--- src/rtl/mp3dec_i2s_tx_pkg.sv ---
// Shared definitions for the MP3 decoder I2S transmitter: states, slot geometry, PCM word layout.
package mp3dec_i2s_tx_pkg;

  typedef enum logic [1:0] {
    S_IDLE  = 2'd0,
    S_RUN   = 2'd1,
    S_DRAIN = 2'd2
  } i2s_state_e;

  localparam int unsigned SLOT_HALF    = 16;
  localparam int unsigned SLOT_NUM     = 32;
  localparam int unsigned SLOT_W       = $clog2(SLOT_NUM);
  localparam int unsigned WORD_W       = 32;
  localparam int unsigned BCLK_DIV_DEF = 8;

  typedef struct packed {
    logic [15:0] left;
    logic [15:0] right;
  } pcm_word_t;

endpackage

--- src/rtl/mp3dec_bclk_gen.sv ---
// Bit-clock divider: toggles BCLK every BCLK_DIV cycles while running and flags each falling edge.
module mp3dec_bclk_gen #(
  parameter int unsigned BCLK_DIV = 8,
  parameter int unsigned CNT_W    = 8
) (
  input  logic clk,
  input  logic rst,
  input  logic run_i,
  output logic bclk_o,
  output logic fall_evt_c
);

  localparam logic [CNT_W-1:0] DIV_LAST = CNT_W'(BCLK_DIV - 1);

  logic [CNT_W-1:0] div_cnt_q, div_cnt_d;
  logic             bclk_q, bclk_d;
  logic             tc;

  always_comb begin
    div_cnt_d = div_cnt_q;
    bclk_d    = bclk_q;
    tc        = run_i && (div_cnt_q == DIV_LAST);
    if (!run_i) begin
      div_cnt_d = '0;
      bclk_d    = 1'b0;
    end else if (tc) begin
      div_cnt_d = '0;
      bclk_d    = ~bclk_q;
    end else begin
      div_cnt_d = div_cnt_q + CNT_W'(1);
    end
  end

  always_ff @(posedge clk) begin
    if (rst) begin
      div_cnt_q <= '0;
      bclk_q    <= 1'b0;
    end else begin
      div_cnt_q <= div_cnt_d;
      bclk_q    <= bclk_d;
    end
  end

  assign bclk_o     = bclk_q;
  assign fall_evt_c = tc && bclk_q;

endmodule

--- src/rtl/mp3dec_i2s_tx.sv ---
// I2S master transmitter: prefetches one stereo word from the PCM FIFO and shifts it out MSB first.
module mp3dec_i2s_tx
  import mp3dec_i2s_tx_pkg::*;
#(
  parameter int unsigned BCLK_DIV = BCLK_DIV_DEF,
  parameter int unsigned CNT_W    = 8
) (
  input  logic              Clk,
  input  logic              Rst,
  input  logic              Enable,
  input  logic              fifo_empty,
  output logic              fifo_ren,
  input  logic [WORD_W-1:0] fifo_datain,
  output logic              i2s_bclk,
  output logic              i2s_lrck,
  output logic              i2s_sdata,
  output logic              underrun,
  output logic              busy
);

  i2s_state_e        state_q, state_d;
  logic [SLOT_W-1:0] slot_q, slot_d, slot_nx;
  logic [WORD_W-1:0] shreg_q, shreg_d;
  pcm_word_t         hold_q, hold_d;
  logic              hold_valid_q, hold_valid_d;
  logic              ren_q, ren_d;
  logic              rd_pend_q, rd_pend_d;
  logic              lrck_q, lrck_d;
  logic              und_q, und_d;
  logic              busy_q, busy_d;
  logic              fall_evt;
  logic              frame_ld;

  mp3dec_bclk_gen #(
    .BCLK_DIV(BCLK_DIV),
    .CNT_W   (CNT_W)
  ) u_bclk_gen (
    .clk       (Clk),
    .rst       (Rst),
    .run_i     (state_q != S_IDLE),
    .bclk_o    (i2s_bclk),
    .fall_evt_c(fall_evt)
  );

  always_comb begin
    state_d      = state_q;
    slot_d       = slot_q;
    shreg_d      = shreg_q;
    hold_d       = hold_q;
    hold_valid_d = hold_valid_q;
    lrck_d       = lrck_q;
    und_d        = 1'b0;
    rd_pend_d    = ren_q;
    slot_nx      = slot_q + SLOT_W'(1);
    frame_ld     = fall_evt && (slot_nx == SLOT_W'(1));
    // At most one read in flight; stopped idle does not prefetch.
    ren_d        = !fifo_empty && !hold_valid_q && !ren_q && !rd_pend_q &&
                   !((state_q == S_IDLE) && !Enable);

    case (state_q)
      S_IDLE:  if (Enable) state_d = S_RUN;
      S_RUN:   if (!Enable) state_d = S_DRAIN;
      S_DRAIN: begin
        if (Enable)        state_d = S_RUN;
        else if (frame_ld) state_d = S_IDLE;
      end
      default: state_d = S_IDLE;
    endcase

    if (fall_evt) begin
      slot_d  = slot_nx;
      lrck_d  = (slot_nx >= SLOT_W'(SLOT_HALF));
      shreg_d = {shreg_q[WORD_W-2:0], 1'b0};
    end

    // Frame boundary: stop cleanly, load the held word, or send a silent frame.
    if (frame_ld) begin
      if (state_d == S_IDLE) begin
        slot_d  = '0;
        lrck_d  = 1'b0;
        shreg_d = '0;
      end else if (hold_valid_q) begin
        shreg_d      = hold_q;
        hold_valid_d = 1'b0;
      end else begin
        shreg_d = '0;
        und_d   = 1'b1;
      end
    end

    if (rd_pend_q) begin
      hold_d       = fifo_datain;
      hold_valid_d = 1'b1;
    end

    busy_d = (state_d != S_IDLE);
  end

  always_ff @(posedge Clk) begin
    if (Rst) begin
      state_q      <= S_IDLE;
      slot_q       <= '0;
      shreg_q      <= '0;
      hold_q       <= '0;
      hold_valid_q <= 1'b0;
      ren_q        <= 1'b0;
      rd_pend_q    <= 1'b0;
      lrck_q       <= 1'b0;
      und_q        <= 1'b0;
      busy_q       <= 1'b0;
    end else begin
      state_q      <= state_d;
      slot_q       <= slot_d;
      shreg_q      <= shreg_d;
      hold_q       <= hold_d;
      hold_valid_q <= hold_valid_d;
      ren_q        <= ren_d;
      rd_pend_q    <= rd_pend_d;
      lrck_q       <= lrck_d;
      und_q        <= und_d;
      busy_q       <= busy_d;
    end
  end

  assign fifo_ren  = ren_q;
  assign i2s_lrck  = lrck_q;
  assign i2s_sdata = shreg_q[WORD_W-1];
  assign underrun  = und_q;
  assign busy      = busy_q;

endmodule

--- config.mk ---
export PLATFORM = sky130hd
export DESIGN_NAME = mp3dec_i2s_tx
export DESIGN_NICKNAME = d
export VERILOG_FILES = /design/src/rtl/mp3dec_i2s_tx_pkg.sv /design/src/rtl/mp3dec_bclk_gen.sv /design/src/rtl/mp3dec_i2s_tx.sv
export SDC_FILE = /design/constraint.sdc
export NUM_CORES = 1
export LEC_CHECK = 0
export ABC_AREA = 1
export BUFFER_PORTS_ARGS = -buffer_cell sky130_fd_sc_hd__buf_2
export CORE_MARGIN = 8
export CORE_UTILIZATION = 31
export DETAILED_ROUTE_END_ITERATION = 10
export GPL_TIMING_DRIVEN = 0
export PLACE_DENSITY = 0.55
export SETUP_SLACK_MARGIN = 0.3
export SYNTH_ARGS = -nofsm -noshare
export SYNTH_HDL_FRONTEND = slang
export SYNTH_HIERARCHICAL = 1
export SYNTH_SLANG_ARGS = --single-unit
--- constraint.sdc ---
create_clock -name Clk -period 2.3 [get_ports Clk]
set_clock_uncertainty 0.1 [all_clocks]
set_input_delay 0 -clock Clk [delete_from_list [all_inputs] [get_ports Clk]]
set_output_delay 0 -clock Clk [all_outputs]
set_load 0.05 [all_outputs]
==> results of run 1 <==
-- per-stage QoR --
stage	hold slack, ns	worst slack (ns)	utilization, %	power (mW)	instances
2_1_floorplan	-0.02322	0.3028	-	1.666	530
3_3_place_gp	0.06800	0.1342	35.28	1.733	718
3_5_place_dp	0.06466	0.06557	35.28	1.736	718
4_1_cts	0.3006	0.2524	43.20	3.278	786
5_1_grt	0.3143	0.1201	44.89	3.381	788
6_report	0.3116	0.2561	44.89	3.248	788
-- cells in the mapped netlist (all sizes together) --
cell,count
a311oi,1
nand3,40
a211oi,1
nor3,1
buf,14
clkbuf,20
or2,1
xor2,2
o21ai,68
nor2,89
a21oi,69
nand3b,1
nand2,70
clkinv,2
nand4,2
nor4,1
xnor2,1
dfxtp,86
ha,3
inv,58
-- worst max-delay path, cell delays in order (launching register included) --
cell and delay (ns):
dfxtp_1 0.34, inv_1 0.08, nand2_1 0.08, nor2_2 0.14, nand3_2 0.10, inv_2 0.06, buf_6 0.09, nand2_2 0.04
nand3b_4 0.15, nor2_4 0.12, buf_6 0.13, nand2_8 0.09, clkinv_8 0.10, buf_12 0.13, nand3_1 0.10, a21oi_2 0.13
-- worst paths after layout --
| kind | from | endpoint | slack [ns] |
|---|---|---|---|
| max | u_bclk_gen/div_cnt_q[5] | shreg_q[29] | 0.26 |
| min | fifo_datain[25] | hold_q[25] | 0.31 |
| max reg2reg | u_bclk_gen/div_cnt_q[5] | shreg_q[29] | 0.26 |
| min reg2reg | fifo_ren | rd_pend_q | 0.36 |
-- power groups by stage --
stage | sequential [mW] | combinational, mW | clock [mW]
after global placement | 1.57 | 0.164 | 0
final | 1.54 | 0.251 | 1.46
after detailed placement | 1.57 | 0.166 | 0
after global routing | 1.54 | 0.277 | 1.56
after floorplan | 1.57 | 0.0937 | 0
after CTS | 1.54 | 0.244 | 1.50
-- final cells by class --
class	instances	area, sq um	area share, %
Inverter	60	237.7	4.409
Sequential cell	86	1725	32.00
Clock buffer	13	250.2	4.641
Buffer	34	262.8	4.874
Tap cell	147	183.9	3.411
Multi-Input combinational cell	351	1924	35.69
Timing Repair Buffer	94	763.2	14.16
Clock inverter	3	43.79	0.8123
-- layer usage --
layer / GRT usage, % / share of wire, % / wire length [microns]
met2: 20.96 / 47 / 4809
met4: 4.409 / 1.6 / 167
met1: 15.32 / 47 / 4797
met5: 0 / 0 / 0
met3: 3.993 / 3.7 / 374
-- layout by cell type (no fill, tap or decap), types with 2 or more instances in the layout --
cell	synthesis	final
clkbuf_2	0	2
dlygate4sd3_1	0	36
nand2_1	63	62
nand2_8	0	2
inv_2	1	2
nor2_4	1	2
clkbuf_16	0	11
nand2_2	4	4
buf_6	6	6
buf_8	0	4
buf_4	1	11
nand3_1	37	20
nand2_4	3	3
clkbuf_1	20	20
nand3_2	3	20
dfxtp_2	0	3
ha_1	3	2
buf_2	4	41
dfxtp_1	86	83
buf_12	0	4
nor2_1	86	85
buf_1	3	3
nand4_1	2	2
o21ai_0	66	66
o21ai_2	2	2
a21oi_1	67	45
a21oi_2	2	24
nor2_2	2	2
inv_1	57	56
-- sequential cells by signal (all words and copies together) (netlist names) --
name,flops
hold_valid_q,1
rd_pend_q,1
shreg_q,32
u_bclk_gen/div_cnt_q,8
fifo_ren,1
busy,1
u_bclk_gen/bclk_o,1
i2s_lrck,1
state_q,2
underrun,1
slot_q,5
hold_q,32
-- timing repair --
item                                    in CTS  in global routing
gates cloned                                 3                  2
endpoints found under the setup margin      40                 40
hold buffers                                36                  0
buffers inserted                            13                  0
endpoints found under the hold margin       37                  0
pin swaps                                    8                  7
resized for setup                           39                 41
-- kinds of logic after synthesis --
group,Yosys count
AND/OR/NAND/NOR,205
AO/OA/AOI/OAI,139
adder cells (fa/ha/maj),3
XOR/XNOR,3
buffers and inverters,94
flip-flops,86
==> impl_metrics.toml, run 1 <==
[status]
status = "complete, no violations"

[worst_hold_path]
whs_path_depth = 4
min_path_type = "in -> reg"

[clock_network]
clk_latency_ns = 0.34
path_clk_slew_ns = 0.06
cts_inserted_buffers = 9
tritoncts = "built"
cts_sinks = 86
htree_levels = 3
cts-root-buf = "clkbuf_16"
cts_buffer_depth = 2

[floorplan]
boundaryPins = 42
die_x_microns = 127.1
start_util_pct = 31.87
coreArea_sq_um = 12010
num_rows = 40
dieHeight_microns = 127.1
dieArea_sq_um = 16160

[power_and_ir_drop]
switchingPower_mw = 0.7309
combPwrFrac_pct = 7.7
p_seq_share_pct = 47.3
ir_drop_uv = 584.0
p_per_area_nw_per_um2 = 602.5
p_int_mw = 2.517
pwr-share-clk_pct = 44.9
p_leak_nw = 2.423
p_sw_share_pct = 22.50

[detailed_routing]
drt_iter0_drc = 116
num_vias = 3697
drc = 0
drt.antenna.violating_nets = 0
wl_per_cell_microns = 12.88
vias_per_cell = 4.692
wl_microns = 10150
drtPass1Iterations = 5

[cells_and_area]
area_growth_pct = 40.82
drive_gt1_share_pct = 24.18
nNetsFinal = 675
stdcell_area_sq_um = 5391
fillCellCount = 1250
n_antenna_cell = 0

[timing]
min_period_ns = 2.044
drv_slew = 0
report.final.setup_viol = 0
max_slew_margin_pct = 64.86
worstMarginPinSlew_ns = 0.5271
final-hold-violation-count = 0
period_share_pct = 88.87
rsz0062_at_grt = "yes"
fmax_mhz = 489.3
finalSetupTns_ns = 0

[synth]
syn_nets = 569
synth_adder_area_share_pct = 0.9804
synth-seq-cells = 86
synthTopCellsByArea = "dfxtp_1 45%, a21oi_1 8.8%, o21ai_0 8.6%"
synthSimpleGateAreaFrac_pct = 23.69
synth_compound_gate_area_share_pct = 18.73
post_synth.cell_area_avg_sq_um = 7.224
synthMuxAreaShare_pct = 0
synth_cell_types = 33
ys_seq_area_share_pct = 44.97
synth_top_cell_by_area = "dfxtp_1"
syn_area_sq_um = 3829
synth_top_area_share_pct = 44.97
synth_xor_xnor_area_share_pct = 0.8824
synth-warning-count = 6
syn_inst = 530
synth_top_family_by_area = "simple AND/OR/NAND/NOR gates"

[worst_setup_path]
critPathArrivalTime_ns = 2.22
r2r_cells = 15
crit_required_ns = 2.48
critPathKind = "reg -> reg"
cp_max_fo = 10
cp-start-kind = "flop"
end_kind = "flop"

[placed_design]
portBuffers = 41
placed_area_sq_um = 4238
place_hpwl_microns = 6199
place.gp.congestion = 0.7616

[global_route]
grt_max_degree = 14
grt_pass1_wl_microns = 16750
antenna_found_initial = 0
grt-ovfl-total = 0
grt_pass1_vias = 3635
grtUsageTotal_pct = 12.72

[flow_run]
drv_cap = 0
No activity file was read; power rests on OpenSTA's default activity.
==> run 2, diff against run 1 <==
MAX_ROUTING_LAYER = met4   (was unset)
SLEW_MARGIN = 0   (was unset)
==> impl_metrics.toml, run 2 (synthesized netlist as in run 1, its figures left out) <==
[timing]
finalSetupTns_ns = 0
worstMarginPinSlew_ns = 0.5270
drv_slew = 0
layout_setup_ws_ns = 0.2568
final-hold-violation-count = 0
period_share_pct = 88.83
rsz0062_at_grt = "yes"
min_period_ns = 2.043
fmax_mhz = 489.4
max_slew_margin_pct = 64.86
report.final.setup_viol = 0

[worst_setup_path]
cpMaxStageDelayCell = "dfxtp_1"
crit_required_ns = 2.48
critPathKind = "reg -> reg"
end_kind = "flop"
cp-start-kind = "flop"
cp_max_fo = 10
cpMostUsedCell = "buf_6"
crit_path_cell_trace = "inv_1 > nand2_1 > nor2_2 > nand3_2 > inv_2 > buf_6 > nand2_2 > nand3b_4 > nor2_4 > buf_6 > nand2_8 > clkinv_8 > buf_12 > nand3_1 > a21oi_2"
rrSetupSlack_ns = 0.26
cp_top_family = "simple AND/OR/NAND/NOR gates"
slowest_delay_ns = 0.34
critPathArrivalTime_ns = 2.22
crit_buf_inv = 6

[detailed_routing]
drtPass1Iterations = 5
vias_per_cell = 4.698
wl_microns = 10180
num_vias = 3702
wl_per_cell_microns = 12.92
drc = 0
drt.antenna.violating_nets = 0
drt_iter0_drc = 134

[clock_network]
clk_latency_ns = 0.34
tritoncts = "built"
cts_sinks = 86
htree_levels = 3
cts_inserted_buffers = 9
cts-root-buf = "clkbuf_16"
cts_buffer_depth = 2
path_clk_slew_ns = 0.06

[floorplan]
boundaryPins = 42
coreArea_sq_um = 12010
dieHeight_microns = 127.1
dieArea_sq_um = 16160
start_util_pct = 31.87
die_x_microns = 127.1
num_rows = 40

[status]
status = "complete, no violations"

[global_route]
met1_usage_pct = 15.52
grt-ovfl-total = 0
busiest_layer = "met2"
grt_pass1_vias = 3635
antenna_found_initial = 0
use_met3_pct = 3.661
grtUsageTotal_pct = 13.07
grt_max_degree = 14
grt_pass1_wl_microns = 16750
gr-usage-met2_pct = 20.96

[power_and_ir_drop]
switchingPower_mw = 0.7321
total_power_mw = 3.249
p_leak_nw = 2.423
pwr-share-clk_pct = 44.9
p_sw_share_pct = 22.53
p_int_mw = 2.517
p_seq_share_pct = 47.3
ir_drop_uv = 583.5
p_per_area_nw_per_um2 = 602.7
combPwrFrac_pct = 7.7

[cells_and_area]
reg_top3 = "hold_q (32), shreg_q (32), u_bclk_gen/div_cnt_q (8)"
final_common_cell = "nor2_1"
drive_gt1_share_pct = 24.18
n_antenna_cell = 0
nNetsFinal = 675
fillCellCount = 1250
area_growth_pct = 40.82
final_cell_mix = "85 x nor2_1, 83 x dfxtp_1, 66 x o21ai_0, 62 x nand2_1, 56 x inv_1"

[placed_design]
dpl_worst_slack_ns = 0.06557
place_hpwl_microns = 6199
place.gp.congestion = 0.7716
portBuffers = 41

[flow_run]
drv_cap = 0

[worst_hold_path]
min_path_type = "in -> reg"
-- run 2: cell counts in the layout (fill, tap and decap cells not counted) --
No cell type changed its count.
-- run 2: area by class of cell --
class	instances	area [sq um]	area share, %
Multi-Input combinational cell	351	1924	35.69
Sequential cell	86	1725	32.00
Timing Repair Buffer	94	763.2	14.16
Buffer	34	262.8	4.874
Clock buffer	13	250.2	4.641
Inverter	60	237.7	4.409
Tap cell	147	183.9	3.411
Clock inverter	3	43.79	0.8123
-- run 2: power groups by stage --
| stage | clock network, mW | registers [mW] | logic (mW) |
|---|---|---|---|
| 6_report | 1.46 | 1.54 | 0.251 |
| 5_1_grt | 1.56 | 1.54 | 0.277 |
| 4_1_cts | 1.50 | 1.54 | 0.244 |
| 3_5_place_dp | 0 | 1.57 | 0.166 |
| 3_3_place_gp | 0 | 1.57 | 0.164 |
| 2_1_floorplan | 0 | 1.57 | 0.0937 |
-- run 2: worst min-delay path: stages --
cell and delay, ns:
dlygate4sd3_1 0.51, buf_2 0.09, nor2_1 0.03, nor2_1 0.08
-- run 2: repair_timing --
| action | 4_1_cts | 5_1_grt |
|---|---|---|
| gates cloned | 3 | 2 |
| buffers inserted | 13 | 0 |
| gates resized for setup | 39 | 41 |
| pin swaps | 8 | 7 |
| endpoints found under the setup margin | 40 | 40 |
| endpoints found under the hold margin | 37 | 0 |
| hold buffers | 36 | 0 |
-- run 2: final timing paths --
check	start	endpoint	cells past startpoint
max	u_bclk_gen/div_cnt_q[5]	shreg_q[29]	15
min	fifo_datain[25]	hold_q[25]	4
max reg2reg	u_bclk_gen/div_cnt_q[5]	shreg_q[29]	15
min reg2reg	fifo_ren	rd_pend_q	2
-- run 2: layer usage --
metal  part of all wire, %  up-vias
met5                     0        -
met2                    47       49
li1                      -     1922
met1                    48     1719
met3                   2.8       12
met4                   1.6        0
-- run 2: stage by stage --
| stage | utilization (%) | instance area [sq um] | std cells | hold WS, ns |
|---|---|---|---|---|
| finish | 44.89 | 5391 | 788 | 0.3102 |
| floorplan | - | 3849 | 530 | -0.02322 |
| CTS | 43.20 | 5189 | 786 | 0.3006 |
| global placement | 35.28 | 4238 | 718 | 0.06800 |
| detailed placement | 35.28 | 4238 | 718 | 0.06466 |
| global route | 44.89 | 5391 | 788 | 0.3143 |
